==> src/rtl/serial_sub_ctrl_if.sv <==
// serial_sub_ctrl_if: request/result bundle between a control unit and the serial subtractor
interface serial_sub_ctrl_if #(parameter int WIDTH = 8);
   logic             start;
   logic [WIDTH-1:0] a_in;
   logic [WIDTH-1:0] b_in;
   logic             bin;
   logic             busy;
   logic             done;
   logic [WIDTH-1:0] diff;
   logic             bout;
   logic             ovf;
   logic             zero;
   modport master (output start, a_in, b_in, bin, input busy, done, diff, bout, ovf, zero);
   modport slave  (input start, a_in, b_in, bin, output busy, done, diff, bout, ovf, zero);
endinterface

==> src/rtl/serial_sub_ctrl.sv <==
// serial_sub_ctrl: bit-serial subtractor sequencing one full-subtractor cell LSB first
module serial_sub_ctrl #(
   parameter int WIDTH = 8,
   parameter int CW    = 4
) (
   input logic              clk,
   input logic              rst,
   serial_sub_ctrl_if.slave bus
);
   typedef enum logic [1:0] {IDLE, RUN, DONE} state_t;
   state_t           state, state_nx;
   logic [WIDTH-1:0] a_sr, b_sr, diff_r, diff_nx;
   logic [CW-1:0]    count;
   logic             borrow, a_msb, b_msb, bout_r, ovf_r, zero_r;
   logic             d, bo, last;
   // shared full_subt cell: d = a - b - c, bo = borrow out of this bit
   assign d       = a_sr[0] ^ b_sr[0] ^ borrow;
   assign bo      = (~a_sr[0] & (b_sr[0] | borrow)) | (b_sr[0] & borrow);
   assign last    = count == CW'(WIDTH - 1);
   assign diff_nx = {d, diff_r[WIDTH-1:1]};
   // state register
   always_ff @(posedge clk or posedge rst)
      if (rst) state <= IDLE;
      else     state <= state_nx;
   // next-state: IDLE waits for start, RUN lasts WIDTH cycles, DONE lasts one
   always_comb
      state_nx = (state == IDLE) ? (bus.start ? RUN : IDLE) :
                 (state == RUN)  ? (last ? DONE : RUN) : IDLE;
   // outputs: status decoded from state, results from held registers
   always_comb begin
      bus.busy = state == RUN;
      bus.done = state == DONE;
      bus.diff = diff_r;
      bus.bout = bout_r;
      bus.ovf  = ovf_r;
      bus.zero = zero_r;
   end
   // datapath: load operands on start, one bit per RUN cycle, flags captured on the last bit
   always_ff @(posedge clk or posedge rst)
      if (rst) begin
         a_sr   <= '0;
         b_sr   <= '0;
         diff_r <= '0;
         count  <= '0;
         borrow <= 1'b0;
         a_msb  <= 1'b0;
         b_msb  <= 1'b0;
         bout_r <= 1'b0;
         ovf_r  <= 1'b0;
         zero_r <= 1'b0;
      end else if (state == IDLE && bus.start) begin
         a_sr   <= bus.a_in;
         b_sr   <= bus.b_in;
         a_msb  <= bus.a_in[WIDTH-1];
         b_msb  <= bus.b_in[WIDTH-1];
         borrow <= bus.bin;
         count  <= '0;
      end else if (state == RUN) begin
         diff_r <= diff_nx;
         borrow <= bo;
         a_sr   <= {1'b0, a_sr[WIDTH-1:1]};
         b_sr   <= {1'b0, b_sr[WIDTH-1:1]};
         count  <= count + 1'b1;
         if (last) begin
            bout_r <= bo;
            ovf_r  <= (a_msb != b_msb) && (d != a_msb);
            zero_r <= diff_nx == '0;
         end
      end
endmodule
==> src/flat_wrapper.sv <==
// flat-port wrapper written by rule: the top's interface ports become plain ports
module serial_sub_ctrl_flat 
#(
   parameter int WIDTH = 8,
   parameter int CW    = 4
)
  (clk, rst, bus_start, bus_a_in, bus_b_in, bus_bin, bus_busy, bus_done, bus_diff, bus_bout, bus_ovf, bus_zero);
  serial_sub_ctrl_if #(.WIDTH(WIDTH)) bus_i ();
  input logic clk;
  input logic rst;
  input wire logic [$bits(bus_i.start)-1:0] bus_start;
  input wire logic [$bits(bus_i.a_in)-1:0] bus_a_in;
  input wire logic [$bits(bus_i.b_in)-1:0] bus_b_in;
  input wire logic [$bits(bus_i.bin)-1:0] bus_bin;
  output wire logic [$bits(bus_i.busy)-1:0] bus_busy;
  output wire logic [$bits(bus_i.done)-1:0] bus_done;
  output wire logic [$bits(bus_i.diff)-1:0] bus_diff;
  output wire logic [$bits(bus_i.bout)-1:0] bus_bout;
  output wire logic [$bits(bus_i.ovf)-1:0] bus_ovf;
  output wire logic [$bits(bus_i.zero)-1:0] bus_zero;
  assign bus_i.start = bus_start;
  assign bus_i.a_in = bus_a_in;
  assign bus_i.b_in = bus_b_in;
  assign bus_i.bin = bus_bin;
  assign bus_busy = bus_i.busy;
  assign bus_done = bus_i.done;
  assign bus_diff = bus_i.diff;
  assign bus_bout = bus_i.bout;
  assign bus_ovf = bus_i.ovf;
  assign bus_zero = bus_i.zero;
  serial_sub_ctrl #(.WIDTH(WIDTH), .CW(CW)) u_core (.clk(clk), .rst(rst), .bus(bus_i));
endmodule
==> config.mk <==
export PLATFORM = sky130hd
export DESIGN_NAME = serial_sub_ctrl_flat
export DESIGN_NICKNAME = d
export VERILOG_FILES = /design/src/rtl/serial_sub_ctrl_if.sv /design/src/rtl/serial_sub_ctrl.sv /design/src/flat_wrapper.sv
export SDC_FILE = /design/constraint.sdc
export NUM_CORES = 1
export LEC_CHECK = 0
export CAP_MARGIN = 40
export CELL_PAD_IN_SITES_DETAIL_PLACEMENT = 1
export CELL_PAD_IN_SITES_GLOBAL_PLACEMENT = 1
export CORE_AREA = 5 5 74 76
export CTS_CLUSTER_SIZE = 30
export DETAILED_ROUTE_END_ITERATION = 8
export DIE_AREA = 0 0 79 81
export PLACE_DENSITY_LB_ADDON = 0.1
export SETUP_SLACK_MARGIN = 0.3
export SYNTH_ARGS = -nofsm -noshare
export SYNTH_HDL_FRONTEND = slang
export SYNTH_SLANG_ARGS = --single-unit
export TNS_END_PERCENT = 10
==> constraint.sdc <==
create_clock -name clk -period 1.5 [get_ports clk]
set_input_delay 0.3 -clock clk [delete_from_list [all_inputs] [get_ports clk]]
set_output_delay 0.3 -clock clk [all_outputs]
set_load 0.02 [all_outputs]
==> report_table.html, run 1 <==
<table>
<tr><th>Metric</th><th>Value</th></tr>
<tr><th colspan="2">Synthesis</th></tr>
<tr><td>Largest cells by area after synthesis</td><td>sky130_fd_sc_hd__dfrtp_1 57%, sky130_fd_sc_hd__nand2_1 9.5%, sky130_fd_sc_hd__a22oi_1 7.1%, sky130_fd_sc_hd__o21ai_0 5.0%, sky130_fd_sc_hd__mux2_2 2.8%</td></tr>
<tr><td>Primary flip-flop cell chosen by synthesis mapping</td><td>sky130_fd_sc_hd__dfrtp_1</td></tr>
<tr><td>Proportion of synthesized flip-flops having asynchronous set or reset</td><td>between 90% and 100%</td></tr>
<tr><td>Register area share after synthesis</td><td>between 50% and 60%</td></tr>
<tr><td>Area of the mapped netlist</td><td>roughly 1600 sq um</td></tr>
<tr><td>Net count after synthesis</td><td>172</td></tr>
<tr><td>Share of the synthesized area in the top cell type</td><td>between 50% and 60%</td></tr>
<tr><td>Number of synthesis warnings</td><td>0</td></tr>
<tr><td>Yosys top cell by area</td><td>sky130_fd_sc_hd__dfrtp_1</td></tr>
<tr><td>Number of flops mapped to enable cells by yosys</td><td>0</td></tr>
<tr><td>Number of unique standard cell types used by synthesis</td><td>28</td></tr>
<tr><td>Mapped Avg Cell Area</td><td>approximately 11 sq um</td></tr>
<tr><td>Gate count of the mapped netlist</td><td>150</td></tr>
<tr><td>Synthesized flop and latch total</td><td>36</td></tr>
<tr><th colspan="2">Critical path</th></tr>
<tr><td>Critical path fanouts, max</td><td>4</td></tr>
<tr><td>Sum of buffers and inverters on the critical path</td><td>0</td></tr>
<tr><td>Longest individual stage delay on the worst path</td><td>between 0.5 and 0.6 ns</td></tr>
<tr><td>Worst Setup Path Type</td><td>reg -&gt; reg</td></tr>
<tr><td>Kind of capture point of the worst setup path</td><td>register</td></tr>
<tr><td>Critical path launch point type</td><td>register</td></tr>
<tr><td>Worst-path cell with the longest stage delay</td><td>sky130_fd_sc_hd__fa_1</td></tr>
<tr><td>Cell family with the largest share of critical-path delay</td><td>adder cells</td></tr>
<tr><td>Endpoint arrival time on the critical path</td><td>roughly 1.7 ns</td></tr>
<tr><td>Required time reported for the critical path endpoint</td><td>between 1.5 and 2 ns</td></tr>
<tr><td>Cell breakdown of the critical path</td><td>fa_1 &gt; nand2b_1 &gt; o22ai_1 &gt; mux2_2</td></tr>
<tr><th colspan="2">Routing</th></tr>
<tr><td>Via-to-Cell Ratio</td><td>just over 5</td></tr>
<tr><td>Drt initial violations</td><td>32</td></tr>
<tr><td>Via count</td><td>~1300</td></tr>
<tr><td>Antenna Nets Post-Route</td><td>0</td></tr>
<tr><td>DRT Wirelength</td><td>4.09 mm</td></tr>
<tr><td>DR pass1 iterations</td><td>4</td></tr>
<tr><td>Number of remaining DRC errors</td><td>0</td></tr>
<tr><td>Per-cell routed wire length</td><td>around 16 um</td></tr>
<tr><th colspan="2">Timing</th></tr>
<tr><td>Fin Clk Skew</td><td>0.00644 ns</td></tr>
<tr><td>Number of hold violations in the final report</td><td>0</td></tr>
<tr><td>Share of the cycle needed by the critical path after routing</td><td>103%</td></tr>
<tr><td>Slew margin rel.</td><td>79.1%</td></tr>
<tr><td>Actual transition at the worst max-transition pin</td><td>about 0.31 ns</td></tr>
<tr><td>Final-report setup violation count</td><td>2</td></tr>
<tr><td>Count of final max-slew check failures</td><td>0</td></tr>
<tr><td>Setup repair after global routing missed its margin</td><td>yes</td></tr>
<tr><td>Final setup margin</td><td>-0.0378 ns</td></tr>
<tr><td>Final period demand of the worst path</td><td>1.54 ns</td></tr>
<tr><td>Maximum achievable frequency</td><td>0.650 GHz</td></tr>
<tr><th colspan="2">Layout</th></tr>
<tr><td>Number of fill cells in the layout</td><td>between 500 and 600</td></tr>
<tr><td>Cell area after layout</td><td>approximately 2400 sq um</td></tr>
<tr><td>Commonest non-fill, non-tap cells in the layout</td><td>35 x sky130_fd_sc_hd__dfrtp_1, 27 x sky130_fd_sc_hd__nand2_1, 19 x sky130_fd_sc_hd__clkdlybuf4s50_1</td></tr>
<tr><td>Number of inserted diodes</td><td>0</td></tr>
<tr><td>Most frequent standard cell in the layout excluding fill and tap cells</td><td>sky130_fd_sc_hd__dfrtp_1</td></tr>
<tr><td>Post-layout util</td><td>between 50% and 60%</td></tr>
<tr><td>Post-synthesis to final-layout area growth</td><td>51.9%</td></tr>
<tr><td>Proportion of layout cells with a drive suffix above 1</td><td>45.8%</td></tr>
<tr><td>Total number of nets in the final design</td><td>approximately 220</td></tr>
<tr><th colspan="2">Global route</th></tr>
<tr><td>First-pass GRT wire length</td><td>roughly 6.7 mm</td></tr>
<tr><td>Global Route Usage Sum</td><td>roughly an eighth</td></tr>
<tr><td>Initial antenna violation count</td><td>0</td></tr>
<tr><td>Vias in the first global route</td><td>between 1000 and 1500</td></tr>
<tr><td>Residual overflow from global routing</td><td>0</td></tr>
<tr><td>Maximum number of pins on one net before global-route repair</td><td>37</td></tr>
<tr><th colspan="2">Die</th></tr>
<tr><td>Die width</td><td>79 um</td></tr>
<tr><td>Starting density of the core</td><td>approximately a third</td></tr>
<tr><td>Die area</td><td>roughly 6400 sq um</td></tr>
<tr><td>Overall die height</td><td>approximately 80 um</td></tr>
<tr><td>Area of the core</td><td>4660 sq um</td></tr>
<tr><td>Io pins</td><td>33</td></tr>
<tr><td>Std-Cell Rows</td><td>25</td></tr>
<tr><th colspan="2">Clock network</th></tr>
<tr><td>CTS tree</td><td>done</td></tr>
<tr><td>Maximum buffer depth of the clock tree</td><td>2</td></tr>
<tr><td>H-tree levels</td><td>2</td></tr>
<tr><td>Clock latency at the later pin of the worst-skew pair</td><td>0.28 ns</td></tr>
<tr><td>Root Buffer Master</td><td>sky130_fd_sc_hd__clkbuf_8</td></tr>
<tr><td>Sinks on Clock Net</td><td>36</td></tr>
<tr><td>Clock transition time at the flip-flop clock pins of the worst setup and hold paths</td><td>~0.070 ns</td></tr>
<tr><td>Clock buffers created by TritonCTS</td><td>5</td></tr>
<tr><th colspan="2">Hold path</th></tr>
<tr><td>Path category of the worst min-delay check</td><td>in -&gt; async</td></tr>
<tr><th colspan="2">Power</th></tr>
<tr><td>Pwr/cell area</td><td>between 1500 and 2000 nW/um^2</td></tr>
<tr><td>Pleak</td><td>approximately 1.1 nW</td></tr>
<tr><td>Largest voltage drop on the vdd net</td><td>770 uV</td></tr>
<tr><th colspan="2">Status</th></tr>
<tr><td>Status</td><td>finished with violations</td></tr>
<tr><td>Violations in the final reports</td><td>negative setup slack</td></tr>
<tr><th colspan="2">Flow run</th></tr>
<tr><td>Max-cap violations</td><td>0</td></tr>
<tr><th colspan="2">Place</th></tr>
<tr><td>Placed Area</td><td>slightly above 2000 sq um</td></tr>
<tr><td>Global placement routability congestion</td><td>roughly 0.73</td></tr>
<tr><td>Sum of net half-perimeters after detailed placement</td><td>2.74 mm</td></tr>
<tr><td>I/O Buffers</td><td>32</td></tr>
</table>
==> repair_timing <==
action                     in CTS  in global routing
hold buffers                    0                  0
pin swaps                      33                 18
gates resized for setup       112                 33
setup endpoints to repair      41                 33
setup buffers                   1                  7
==> cell usage after synthesis, types with 2 or more instances <==
master,instances
sky130_fd_sc_hd__a22o_1,4
sky130_fd_sc_hd__a22oi_1,15
sky130_fd_sc_hd__buf_2,2
sky130_fd_sc_hd__buf_4,5
sky130_fd_sc_hd__clkbuf_1,2
sky130_fd_sc_hd__dfrtp_1,36
sky130_fd_sc_hd__inv_1,3
sky130_fd_sc_hd__mux2_2,4
sky130_fd_sc_hd__mux2_4,2
sky130_fd_sc_hd__nand2_1,40
sky130_fd_sc_hd__nor2_1,3
sky130_fd_sc_hd__nor2b_1,2
sky130_fd_sc_hd__o21ai_0,16
sky130_fd_sc_hd__o22ai_1,2
==> flip-flops by register name, summed over array words and instances (netlist names) <==
name / count
u_core.bus.bout: 1
u_core.borrow: 1
u_core.b_msb: 1
u_core.bus.ovf: 1
u_core.state: 2
u_core.count: 4
u_core.a_msb: 1
u_core.a_sr: 8
u_core.b_sr: 8
u_core.bus.diff: 8
u_core.bus.zero: 1
==> power by group <==
group          internal, mW  switching, mW
Clock                 0.316          0.326
Sequential             1.35          0.371
Combinational          1.08           1.05
Total                  2.74           1.75
==> worst reg2reg max path, cell delays in order (launching register included) <==
cell and delay (ns):
sky130_fd_sc_hd__dfrtp_1 0.41, sky130_fd_sc_hd__fa_1 0.57, sky130_fd_sc_hd__nand2b_1 0.12, sky130_fd_sc_hd__o22ai_1 0.07, sky130_fd_sc_hd__mux2_2 0.26
==> per-stage QoR <==
step / setup TNS, ns / total power [mW] / worst slack (ns) / cells / hold WS, ns
global route: -0.195 / 4.83 / -0.118 / 255 / 0.368
CTS: -0.0397 / 4.14 / -0.0397 / 248 / 0.366
finish: -0.0534 / 4.49 / -0.0378 / 255 / 0.360
floorplan: 0 / 2.64 / 0.0465 / 150 / 0.433
detailed placement: -1.57 / 3.35 / -0.154 / 240 / 0.468
global placement: -0.610 / 3.28 / -0.100 / 240 / 0.457
==> routing by layer <==
layer	up-vias	share of wire, %	GRT usage, %	wire, um
met5	-	0	0	0
met4	0	0.56	3.61	23
met3	2	4.1	4.43	169
met2	18	50	20.5	2060
met1	638	45	17.8	1830
li1	624	-	-	-
==> final timing paths <==
path / start / end / slack, ns / cells after the start
setup reg to reg: u_core.b_sr[0]$_DFFE_PP0P_ / u_core.bus.ovf$_DFFE_PP0P_ / -0.04 / 4
setup / recovery: u_core.b_sr[0]$_DFFE_PP0P_ / u_core.bus.ovf$_DFFE_PP0P_ / -0.04 / 4
hold reg to reg: u_core.bus.diff[0]$_DFFE_PP0P_ / u_core.bus.diff[0]$_DFFE_PP0P_ / 0.48 / 2
min in group clk: u_core.bus.diff[0]$_DFFE_PP0P_ / u_core.bus.diff[0]$_DFFE_PP0P_ / 0.48 / 2
hold / removal: rst / u_core.state[1]$_DFF_PP0_ / 0.36 / 3
max in group asynchronous: rst / u_core.state[0]$_DFF_PP0_ / 0.94 / 3
==> cell families (layout without fill, tap and decap cells) <==
family | Yosys count | count (layout) | synth area share, %
simple gates | 52 | 52 | 15.1
compound gates | 41 | 41 | 16.9
flops | 36 | 36 | 56.8
buf+inv | 13 | 64 | 4.42
mux | 6 | 6 | 4.73
fa+ha+maj | 2 | 2 | 2.05
==> layout make-up <==
class / instances / area [sq um] / share of cell area [%]
clock buffers: 6 / 72.6 / 3.01
clock inverters: 1 / 5.00 / 0.208
inverters: 4 / 20.0 / 0.831
multi-input cells: 101 / 837 / 34.7
flip-flops and latches: 36 / 902 / 37.4
well taps: 54 / 67.6 / 2.80
repair buffers: 53 / 505 / 21.0
(Power assumes the default switching activity.)
==> run 2, diff against run 1 <==
Settings changed: ABC_CLOCK_PERIOD_IN_PS set to 1500.
==> results of run 2 <==
The final DEF is identical to that of run 1; final timing and power are the same.
==> run 3, diff against run 2 <==
Settings changed: CTS_CLUSTER_DIAMETER set to 40.
==> results of run 3 <==
The final DEF is identical to that of run 1; final timing and power are the same.
